`src/rtl/booth_mul_seq_if.sv`:
```
// Handshake and operand/product bundle between the datapath control and the
// Booth multiplier.
interface booth_mul_seq_if #(
    parameter int WIDTH = 32
);
    logic             start;
    logic [WIDTH-1:0] multiplicand;
    logic [WIDTH-1:0] multiplier;
    logic             busy;
    logic             done;
    logic [WIDTH-1:0] Zhigh;
    logic [WIDTH-1:0] Zlow;

    modport master (
        output start, multiplicand, multiplier,
        input  busy, done, Zhigh, Zlow
    );

    modport slave (
        input  start, multiplicand, multiplier,
        output busy, done, Zhigh, Zlow
    );
endinterface

```
`src/rtl/booth_mul_seq.sv`:
```
// Multi-cycle signed multiplier using radix-4 Booth recoding; one bit pair per
// CALC cycle, product loaded into Zhigh/Zlow on the final iteration.
module booth_mul_seq #(
    parameter int WIDTH = 32
) (
    input  logic           Clock,
    input  logic           clear,
    booth_mul_seq_if.slave bus
);
    localparam logic [1:0] IDLE = 2'd0;
    localparam logic [1:0] CALC = 2'd1;
    localparam logic [1:0] DONE = 2'd2;

    localparam int PW    = WIDTH + 2;
    localparam int ITERS = WIDTH / 2;
    localparam int CW    = (ITERS > 1) ? $clog2(ITERS) : 1;
    localparam logic [CW-1:0] LAST = CW'(ITERS - 1);

    logic [1:0]       state;
    logic [PW-1:0]    a_ext;
    logic [PW-1:0]    p_hi;
    logic [WIDTH-1:0] p_lo;
    logic             guard;
    logic [CW-1:0]    cnt;
    logic [WIDTH-1:0] zhigh;
    logic [WIDTH-1:0] zlow;

    logic [PW-1:0]    multiple;
    logic [PW-1:0]    sum;
    logic [PW-1:0]    p_hi_nx;
    logic [WIDTH-1:0] p_lo_nx;

    // Two guard bits on the accumulator keep +/-2A of the most negative operand exact.
    always_comb begin
        multiple = '0;
        case ({p_lo[1:0], guard})
            3'b001, 3'b010: multiple = a_ext;
            3'b011:         multiple = a_ext << 1;
            3'b100:         multiple = -(a_ext << 1);
            3'b101, 3'b110: multiple = -a_ext;
            default:        multiple = '0;
        endcase
        sum     = p_hi + multiple;
        p_hi_nx = {{2{sum[PW-1]}}, sum[PW-1:2]};
        p_lo_nx = {sum[1:0], p_lo[WIDTH-1:2]};
    end

    always_ff @(posedge Clock) begin
        if (clear) begin
            state <= IDLE;
            a_ext <= '0;
            p_hi  <= '0;
            p_lo  <= '0;
            guard <= 1'b0;
            cnt   <= '0;
            zhigh <= '0;
            zlow  <= '0;
        end else begin
            case (state)
                IDLE: begin
                    if (bus.start) begin
                        a_ext <= {{2{bus.multiplicand[WIDTH-1]}}, bus.multiplicand};
                        p_hi  <= '0;
                        p_lo  <= bus.multiplier;
                        guard <= 1'b0;
                        cnt   <= '0;
                        state <= CALC;
                    end
                end
                CALC: begin
                    p_hi  <= p_hi_nx;
                    p_lo  <= p_lo_nx;
                    guard <= p_lo[1];
                    cnt   <= cnt + 1'b1;
                    if (cnt == LAST) begin
                        zhigh <= p_hi_nx[WIDTH-1:0];
                        zlow  <= p_lo_nx;
                        state <= DONE;
                    end
                end
                DONE:    state <= IDLE;
                default: state <= IDLE;
            endcase
        end
    end

    assign bus.busy  = (state == CALC) || (state == DONE);
    assign bus.done  = (state == DONE);
    assign bus.Zhigh = zhigh;
    assign bus.Zlow  = zlow;
endmodule

```
`src/flat_wrapper.sv`:
```
// flat-port wrapper written by rule: the top's interface ports become plain ports
module booth_mul_seq_flat 
#(
    parameter int WIDTH = 32
)
  (Clock, clear, bus_start, bus_multiplicand, bus_multiplier, bus_busy, bus_done, bus_Zhigh, bus_Zlow);
  booth_mul_seq_if #(.WIDTH(WIDTH)) bus_i ();
  input  logic Clock;
  input  logic clear;
  input wire logic [$bits(bus_i.start)-1:0] bus_start;
  input wire logic [$bits(bus_i.multiplicand)-1:0] bus_multiplicand;
  input wire logic [$bits(bus_i.multiplier)-1:0] bus_multiplier;
  output wire logic [$bits(bus_i.busy)-1:0] bus_busy;
  output wire logic [$bits(bus_i.done)-1:0] bus_done;
  output wire logic [$bits(bus_i.Zhigh)-1:0] bus_Zhigh;
  output wire logic [$bits(bus_i.Zlow)-1:0] bus_Zlow;
  assign bus_i.start = bus_start;
  assign bus_i.multiplicand = bus_multiplicand;
  assign bus_i.multiplier = bus_multiplier;
  assign bus_busy = bus_i.busy;
  assign bus_done = bus_i.done;
  assign bus_Zhigh = bus_i.Zhigh;
  assign bus_Zlow = bus_i.Zlow;
  booth_mul_seq #(.WIDTH(WIDTH)) u_core (.Clock(Clock), .clear(clear), .bus(bus_i));
endmodule
```
`config.mk`:
```
export PLATFORM = sky130hd
export DESIGN_NAME = booth_mul_seq_flat
export DESIGN_NICKNAME = d
export VERILOG_FILES = /design/src/rtl/booth_mul_seq_if.sv /design/src/rtl/booth_mul_seq.sv /design/src/flat_wrapper.sv
export SDC_FILE = /design/constraint.sdc
export NUM_CORES = 1
export LEC_CHECK = 0
export ABC_CLOCK_PERIOD_IN_PS = 5570
export BUFFER_PORTS_ARGS = -buffer_cell sky130_fd_sc_hd__buf_2
export CORE_MARGIN = 2
export CORE_UTILIZATION = 50
export DETAILED_ROUTE_END_ITERATION = 16
export GPL_ROUTABILITY_DRIVEN = 1
export PLACE_DENSITY_LB_ADDON = 0.1
export SLEW_MARGIN = 20
export SYNTH_ARGS = -nofsm -noshare
export SYNTH_HDL_FRONTEND = slang
export SYNTH_SLANG_ARGS = --single-unit
```
`constraint.sdc`:
```
create_clock -name Clock -period 5.57 [get_ports Clock]
set_clock_uncertainty 0.2 [all_clocks]
set_input_delay 0 -clock Clock [delete_from_list [all_inputs] [get_ports Clock]]
set_output_delay 0 -clock Clock [all_outputs]
set_load 0.02 [all_outputs]
```
[Word level (Yosys, flattened, before mapping)]
Index checks and enable logic that the tools add are counted.
Operators by class
  add/sub/neg operators: 4
  multiply operators: 0
  reduce and logical (&&, ||, !) cells: 9
  shift-type cells: 0
  bitwise operators: 0
  mux-type cells: 12
  equality and inequality tests: 11
  magnitude comparators: 0
  divide/modulo/power cells: 0
Operators with widths (count)
  case mux 34 bit (4 select lines): 1
  negation 34 bit: 2
  case mux 34 bit (2 select lines): 1
  case mux 32 bit (2 select lines): 1
  adder 34 bit: 1
  two-way mux 34 bit: 1
  two-way mux 32 bit: 1
  == test 3 bit, second input constant: 3
  case mux 4 bit (2 select lines): 1
  AND reduction 2 bit: 4
  == test 3 x 2 -> 1 bit, second input constant: 2
  adder 4 x 1 -> 4 bit, second input constant: 1
  == test 4 bit, second input constant: 1
  two-way mux 2 bit: 2
  two-way mux 4 bit: 1
  case mux 2 bit (2 select lines): 1
  OR reduction 2 bit: 2
  == test 3 x 1 -> 1 bit, second input constant: 1
  == test 2 x 1 -> 1 bit, second input constant: 1
  == test 2 bit, second input constant: 1
  logical NOT 2 bit: 1
  inequality test 2 x 1 -> 1 bit, second input constant: 1
  inequality test 2 bit, second input constant: 1
  case mux 1 bit (2 select lines): 1
  3 further kinds: 3
Word-level totals
  memories: 0
  register bits after elaboration: 169
  RAM bits: 0
  bits in latches: 0
  logic and storage cells: 44
  output and inout bits: 66
  bits in read-only memories: 0

[Depth between registers and ports, before layout]
Gate-level depths: netlist of the first run.
  depth in word-level cells: 5
  depth in mapped cells: 21
  depth with buffers taken out: 19

[Worst setup path after synthesis of the first run]
OpenSTA, ideal clock, no wires.
  kind: flip-flop to flip-flop
  start point: reg u_core.a_ext[1]
  end point: reg u_core.p_hi[17]
  period minus slack after synthesis: 4.753 ns
  cell stages (with the launch flop): 21
  arrival time: 4.436 ns
  path slack: 0.817 ns
  buffers on the path: 2
  cell sequence: dfxtp_1 > clkbuf_1 > inv_1 > ha_1 > or3b_2 > or3_1 > clkbuf_1 > or3_1 > nand2_1 > xnor2_1 > a221oi_1 > a31oi_1 > ha_1 > a21o_1 > a21oi_1 > o22ai_1 > o311ai_0 > o21ai_0 > a21boi_0 > xnor2_1 > a22o_1
Between the ends
  cells in the longest elaborated chain, start to end: 4
  elaborated cells on any way between the ends: 5
Ends and longest elaborated chain
  from (decl): line booth_mul_seq.sv:20  | logic [PW-1:0] a_ext;
  from (signal assigned): line booth_mul_seq.sv:62  | a_ext <= {{2{bus.multiplicand[WIDTH-1]}}, bus.multiplicand};
  negation 34 bit (on tied branches): line booth_mul_seq.sv:40, booth_mul_seq.sv:39
  case mux 34 bit (4 select lines) (*): line booth_mul_seq.sv:36  | case ({p_lo[1:0], guard})
  adder 34 bit (*): line booth_mul_seq.sv:43  | sum = p_hi + multiple;
  case mux 34 bit (2 select lines) (*): line booth_mul_seq.sv:59  | case (state)
  to (signal assigned): line booth_mul_seq.sv:71  | p_hi <= p_hi_nx;
  to (decl): line booth_mul_seq.sv:21  | logic [PW-1:0] p_hi;
Every way passes the cells marked *; elsewhere a longest branch is shown, timed or not.
A chain may end at the register's enable or synchronous reset.

[Worst setup path after layout of the first run]
  start point: reg u_core.a_ext[1]
  end point: reg u_core.zhigh[29] (netlist: u_core.bus.Zhigh[29])
Between the ends
  cells in the longest elaborated chain, start to end: 3
  elaborated cells on any way between the ends: 4
Ends and longest elaborated chain
  negation 34 bit (on tied branches): line booth_mul_seq.sv:40, booth_mul_seq.sv:39
  case mux 34 bit (4 select lines) (*): line booth_mul_seq.sv:36
  adder 34 bit (*): line booth_mul_seq.sv:43
  to (signal assigned): line booth_mul_seq.sv:76  | zhigh <= p_hi_nx[WIDTH-1:0];
  to (decl): line booth_mul_seq.sv:25  | logic [WIDTH-1:0] zhigh;
Marks and branches as above.

==> results.toml, run 1 <==
[sta]
grt_setup_unrepaired = "false"
finalCritPeriodShare = 0.930
tns_ns = 0
fmax_mhz = 193
maxSlewViolCount = 0
worst_slew_pin_slew_ns = 1.06
min_period_ns = 5.18
setup_violations = 0
setup_ws_ns = 0.392
hold_viol_final = 0
slew_headroom = 0.295

[synthesis]
synth.avg_cell_area_um2 = 7.54
ys_ff_latch = 167
yosys_warnings = 0
synthDistinctLibCells = 64
synth_area_mm2 = 0.0101
syn_nets = 1441
ys_seq_area_frac = 0.332
dominantRegCellSynth = "dfxtp_1"
syn_inst = 1335
synth_edf_count = 0
synthArstFlopShare = 0

[pwr]
p_comb_frac = 0.259
power_density_mw_per_mm2 = 274
power_frac_seq = 0.387
p_sw_frac = 0.350
vdd_drop_max_mv = 0.248
clockPowerShare = 0.354
finalPower_uw = 3410
power.internal_uw = 2220
power.switching_uw = 1190
power.leakage_uw = 0.00517

[min_path]
hp-class = "in -> reg"

[drt]
via_count = 10247
routed_wl_mm = 30.0
post_drt_wl_per_cell_um = 16.9
viasPerCell = 5.78
drtIter0Drc = 863
drt_pre_antenna_iters = 5
drt_drc_violations_left = 0
ant_nets = 0

[placement]
hpwl_mm = 20.5
placed_area_mm2 = 0.0108
portBuffers = 132
place_ws_ns = 0.310
place.gp.congestion = 0.925

[cells_and_area]
nets = 1600
mostFrequentLayoutCells = "nand2_1 (245), dfxtp_1 (167), a21oi_1 (146)"
final_area_mm2 = 0.0124
utilization = 0.634
final_common_cell = "nand2_1"
layout-drive-gt1-share = 0.137
area_growth_pct = 23.4
diodes = 0

[floorplanning]
die_area_mm2 = 0.0213
fp.dieW_um = 146
core_area_mm2 = 0.0196
io_pins = 133
initial_core_util = 0.514
rows = 51
fp.dieH_um = 146

[global_route]
grt_pass1_vias = 9485
grt.overflow.total = 0
grt_pass1_wl_mm = 49.0
track_usage = 0.281
grt_max_degree = 87
antenna_found_initial = 0

[worst_setup_path]
crit_path_start_kind = "flip-flop"
end_kind = "flip-flop"
crit_type = "reg -> reg"
crit_arrival_ns = 5.32
worst-path-max-fanout = 8
worstPathRequired_ns = 5.71

[flow_run]
drv_cap = 0

[clock_network]
cts_buffers = 17
cts-root-buf = "clkbuf_16"
clock_latency_ns = 0.45
tritoncts = "built"
cts_buffer_depth = 2
cts_sinks = 167
clk_pin_slew_ns = 0.08
htree_levels = 4

[run_status]
outcome = "finished, final reports clean"
==> power by group through the flow <==
stage	Sequential (uW)	Combinational, uW	Clock [uW]
3_3_place_gp	1340	807	0
2_1_floorplan	1300	630	0
5_1_grt	1330	967	1280
3_5_place_dp	1340	814	0
6_report	1320	883	1210
4_1_cts	1320	873	1230
==> synth_stat cells, types with 5 or more instances <==
master      n  area share
o21ai_0    53       0.026
o21bai_1    6      0.0045
nand3b_1    5      0.0037
or3_1      14      0.0087
nor2b_1     6      0.0037
nor3_1     22       0.011
xor2_1     21       0.018
nand3_1    11      0.0055
a22o_1     12       0.010
nand2_1   245       0.091
o22ai_1     7      0.0044
ha_1       38       0.047
a21oi_1   146       0.073
nor4_1     12      0.0075
nor3b_1     7      0.0052
nand2b_1   10      0.0062
a31oi_1    12      0.0075
a211oi_1   44       0.033
o221ai_1    6      0.0052
o21a_1      7      0.0052
nor2_1    127       0.047
inv_1      15      0.0056
buf_1       9      0.0034
a21o_1     17       0.013
clkbuf_1  103       0.038
xnor2_1    51       0.044
a22oi_1    24       0.018
nand4_1    11      0.0068
dfxtp_1   167        0.33
mux2i_1    40       0.040
a221oi_1   15       0.013
o31ai_1     7      0.0052
==> routing by layer <==
layer	GRT usage	part of all wire
met1	0.371	0.45
met2	0.461	0.46
met3	0.0561	0.065
met4	0.0917	0.022
met5	0	0
==> path summary, 6_finish.rpt <==
check	from	endpoint	slack, ns	depth (start not counted)
worst min register to register	u_core.bus.Zhigh[14]	u_core.bus.Zhigh[14]	0.25	2
worst min-delay path	bus_multiplier[4]	u_core.p_lo[4]	0.23	4
worst max register to register	u_core.a_ext[1]	u_core.bus.Zhigh[29]	0.39	18
worst max-delay path	u_core.a_ext[1]	u_core.bus.Zhigh[29]	0.39	18
==> worst max-delay path, cell delays in order (launching register included) <==
cell	delay, ns
dfxtp_1	0.38
inv_1	0.08
ha_1	0.18
or3b_2	0.51
or3_1	0.47
or3_1	0.38
nand2_1	0.10
xnor2_1	0.08
a221oi_1	0.30
a31oi_1	0.10
ha_1	0.40
a21o_1	0.21
a21oi_1	0.14
o22ai_1	0.15
o311ai_1	0.46
a31oi_1	0.17
o21ai_0	0.38
nor4_1	0.09
a211o_1	0.30
==> flip-flops by register name, summed over array words and instances, names as in the netlist <==
signal and flops:
u_core.guard 1, u_core.state 2, u_core.bus.Zlow 32, u_core.cnt 4, u_core.p_lo 32, u_core.a_ext 32, u_core.p_hi 32, u_core.bus.Zhigh 32
==> timing repair <==
| action | CTS | global route |
|---|---|---|
| endpoints found under the hold margin | 99 | 0 |
| gates resized for setup | 0 | 2 |
| buffers inserted | 0 | 0 |
| hold buffers | 98 | 0 |
| setup endpoints to repair | 0 | 2 |
==> logic make-up (layout without fill, tap and decap cells) <==
logic type | count (synthesis) | in the layout | share of synthesized area
buffers and inverters | 129 | 301 | 0.0490
AO/OA/AOI/OAI | 391 | 391 | 0.249
XOR/XNOR | 72 | 72 | 0.0627
flip-flops | 167 | 167 | 0.332
AND/OR/NAND/NOR | 496 | 496 | 0.217
multiplexers | 41 | 41 | 0.0409
adder cells (fa/ha/maj) | 39 | 39 | 0.0493
==> cell type report <==
type,count,area [um^2]
Timing Repair Buffer,254,1820
Clock inverter,14,178
Sequential cell,167,3340
Tap cell,265,332
Multi-Input combinational cell,1039,6250
Fill cell,1803,7170
Inverter,15,56.3
Clock buffer,18,429
==> metrics by stage <==
step | cells | hold WS [ns]
finish | 1772 | 0.226
global route | 1772 | 0.239
CTS | 1772 | 0.215
detailed placement | 1642 | 0.0434
global placement | 1642 | 0.0397
floorplan | 1335 | -0.0640
Note: power is estimated with default switching activity, not from simulation.
==> run 2, diff against run 1 <==
- ABC_CLOCK_PERIOD_IN_PS: 5570 -> 4450
- clock period: 5.57 -> 4.45 ns (I/O delays scaled with it)
==> run 2 against run 1 <==
Effect of this change:
- the flow now finishes with violations (setup timing)
- cell count increased by 8.9%
- utilization increased by 11 points
- via count increased by 7.5%
- sequential share of layout area decreased by 4.0 points
- setup slack got worse by 0.59 ns
- routed wire length increased by 13%
- die area unchanged
- clock power increased by 27%
- global-route usage increased by 2.3 points
- register-to-register slack got worse by 0.59 ns
- non-clock buffer count increased by 157
- critical path depth unchanged
==> results.toml, run 2 (synthesized netlist as in run 1, its figures left out) <==
[run_status]
outcome = "complete, but fails checks"
violations = "setup timing"

[worst_setup_path]
worst-path-max-fanout = 5
cp.buffers_inverters = 2
worstPathRequired_ns = 4.58
crit_type = "reg -> reg"
crit_path_start_kind = "flip-flop"
crit_arrival_ns = 4.77
slowest_stage = "or4_4"
slowest_delay_ns = 0.54
end_kind = "flip-flop"
cpLargestDelayFamily = "simple AND/OR/NAND/NOR gates"
path_cells = "or4_4 > or3_4 > or4_4 > nand2_4 > xnor2_4 > a221oi_4 > a31oi_4 > ha_4 > and3_4 > nand4_1 > a21oi_4 > buf_4 > o311ai_4 > buf_4 > nor3_2 > o22a_1 > xor2_2 > a22o_1"

[clock_network]
cts_buffer_depth = 2
tritoncts = "built"
htree_levels = 4
cts_buffers = 17
clock_latency_ns = 0.44
clk_pin_slew_ns = 0.08
cts_sinks = 167
cts-root-buf = "clkbuf_16"

[sta]
slew_headroom = 0.359
fmax_mhz = 215
maxSlewViolCount = 0
worst_slew_pin_slew_ns = 0.960
grt_setup_unrepaired = "true"
finalCritPeriodShare = 1.04
min_period_ns = 4.64
hold_viol_final = 0
setup_ws_ns = -0.194
tns_ns = -2.18
setup_violations = 22

[placement]
place.gp.congestion = 0.913
portBuffers = 132
place_ws_ns = -0.252
dp.cells = 1790
hpwl_mm = 21.8

[cells_and_area]
diodes = 0
mostFrequentLayoutCells = "nand2_1 (236), buf_4 (186), dfxtp_1 (164)"
layout-drive-gt1-share = 0.309
nets = 1757
area_growth_pct = 45.2
final_common_cell = "nand2_1"
final_cells = 1929
utilization = 0.746

[min_path]
hp-class = "in -> reg"

[drt]
maxUsedRoutingLayer = "met4"
ant_nets = 0
viasPerCell = 5.71
wl_met2_mm = 16.1
wl_met3_mm = 2.18
drtIter0Drc = 1042
drt_drc_violations_left = 0
via_count = 11013
routed_wl_mm = 33.8
post_drt_wl_per_cell_um = 17.5
drt_pre_antenna_iters = 5
wl_met1_mm = 14.6

[pwr]
power.leakage_uw = 0.00616
finalPower_uw = 4810
vdd_drop_max_mv = 0.282
power_density_mw_per_mm2 = 329

[floorplanning]
initial_core_util = 0.514
fp.dieH_um = 146
die_area_mm2 = 0.0213
rows = 51
core_area_mm2 = 0.0196
io_pins = 133
fp.dieW_um = 146

[global_route]
track_usage = 0.304
grt.overflow.total = 0
grt_max_degree = 77
grt_pass1_vias = 10549
grt_pass1_wl_mm = 53.3
antenna_found_initial = 0

[flow_run]
drv_cap = 0
## run 2: cell types whose count changed in the layout (fill, tap and decap cells not counted), moves of 8 or more
cell,delta
ha_1,-13
xnor2_1,-8
a221oi_1,-8
a21oi_1,-25
o21ai_0,-19
a21oi_2,+22
buf_4,+161
a31oi_1,-8
dlygate4sd3_1,-12
o21ai_1,+11
nand2_1,-9
ha_4,+11
## run 2: through the flow
| stage | cell area [um^2] | hold WS, ns |
|---|---|---|
| floorplan | 10200 | -0.0640 |
| global placement | 12000 | 0.0410 |
| detailed placement | 12000 | 0.0474 |
| CTS | 14000 | 0.136 |
| global route | 14600 | 0.157 |
| finish | 14600 | 0.144 |
## run 2: final timing paths
| check | depth (start not counted) | slack (ns) | endpoint | from |
|---|---|---|---|---|
| min | 4 | 0.14 | u_core.a_ext[22] | bus_multiplicand[22] |
| max reg2reg | 18 | -0.19 | u_core.p_hi[19] | u_core.a_ext[0] |
| min reg2reg | 2 | 0.25 | u_core.bus.Zhigh[22] | u_core.bus.Zhigh[22] |
| max | 18 | -0.19 | u_core.p_hi[19] | u_core.a_ext[0] |
## run 2: area by class of cell
cell class / count / area (um^2)
Inverter: 15 / 56.3
Clock buffer: 17 / 425
Clock inverter: 15 / 193
Timing Repair Buffer: 411 / 3010
Tap cell: 265 / 332
Fill cell: 1452 / 4980
Multi-Input combinational cell: 1039 / 7240
Sequential cell: 167 / 3350
## run 2: metal layers
metal,up-vias,GRT usage
li1,5369,-
met1,5196,0.390
met2,387,0.512
met3,61,0.0643
met4,0,0.0990
met5,-,0
## run 2: worst min-delay path, cell delays in order
cell,delay (ns)
dlygate4sd3_1,0.53
buf_2,0.12
nand2_1,0.04
a21oi_1,0.05
## run 2: what timing repair did
item                                    CTS  global route
endpoints found under the setup margin   33            39
hold endpoints to repair                 93             0
resized for setup                        88           102
cloned                                    0             0
hold buffers                             86             0
pin swaps                                44            39
setup buffers                            15             7
## run 2: where the power goes
part | switching (uW) | total (uW) | internal, uW
Sequential | 63.8 | 1630 | 1560
Combinational | 883 | 1640 | 759
Clock | 773 | 1540 | 770
Total | 1720 | 4810 | 3090
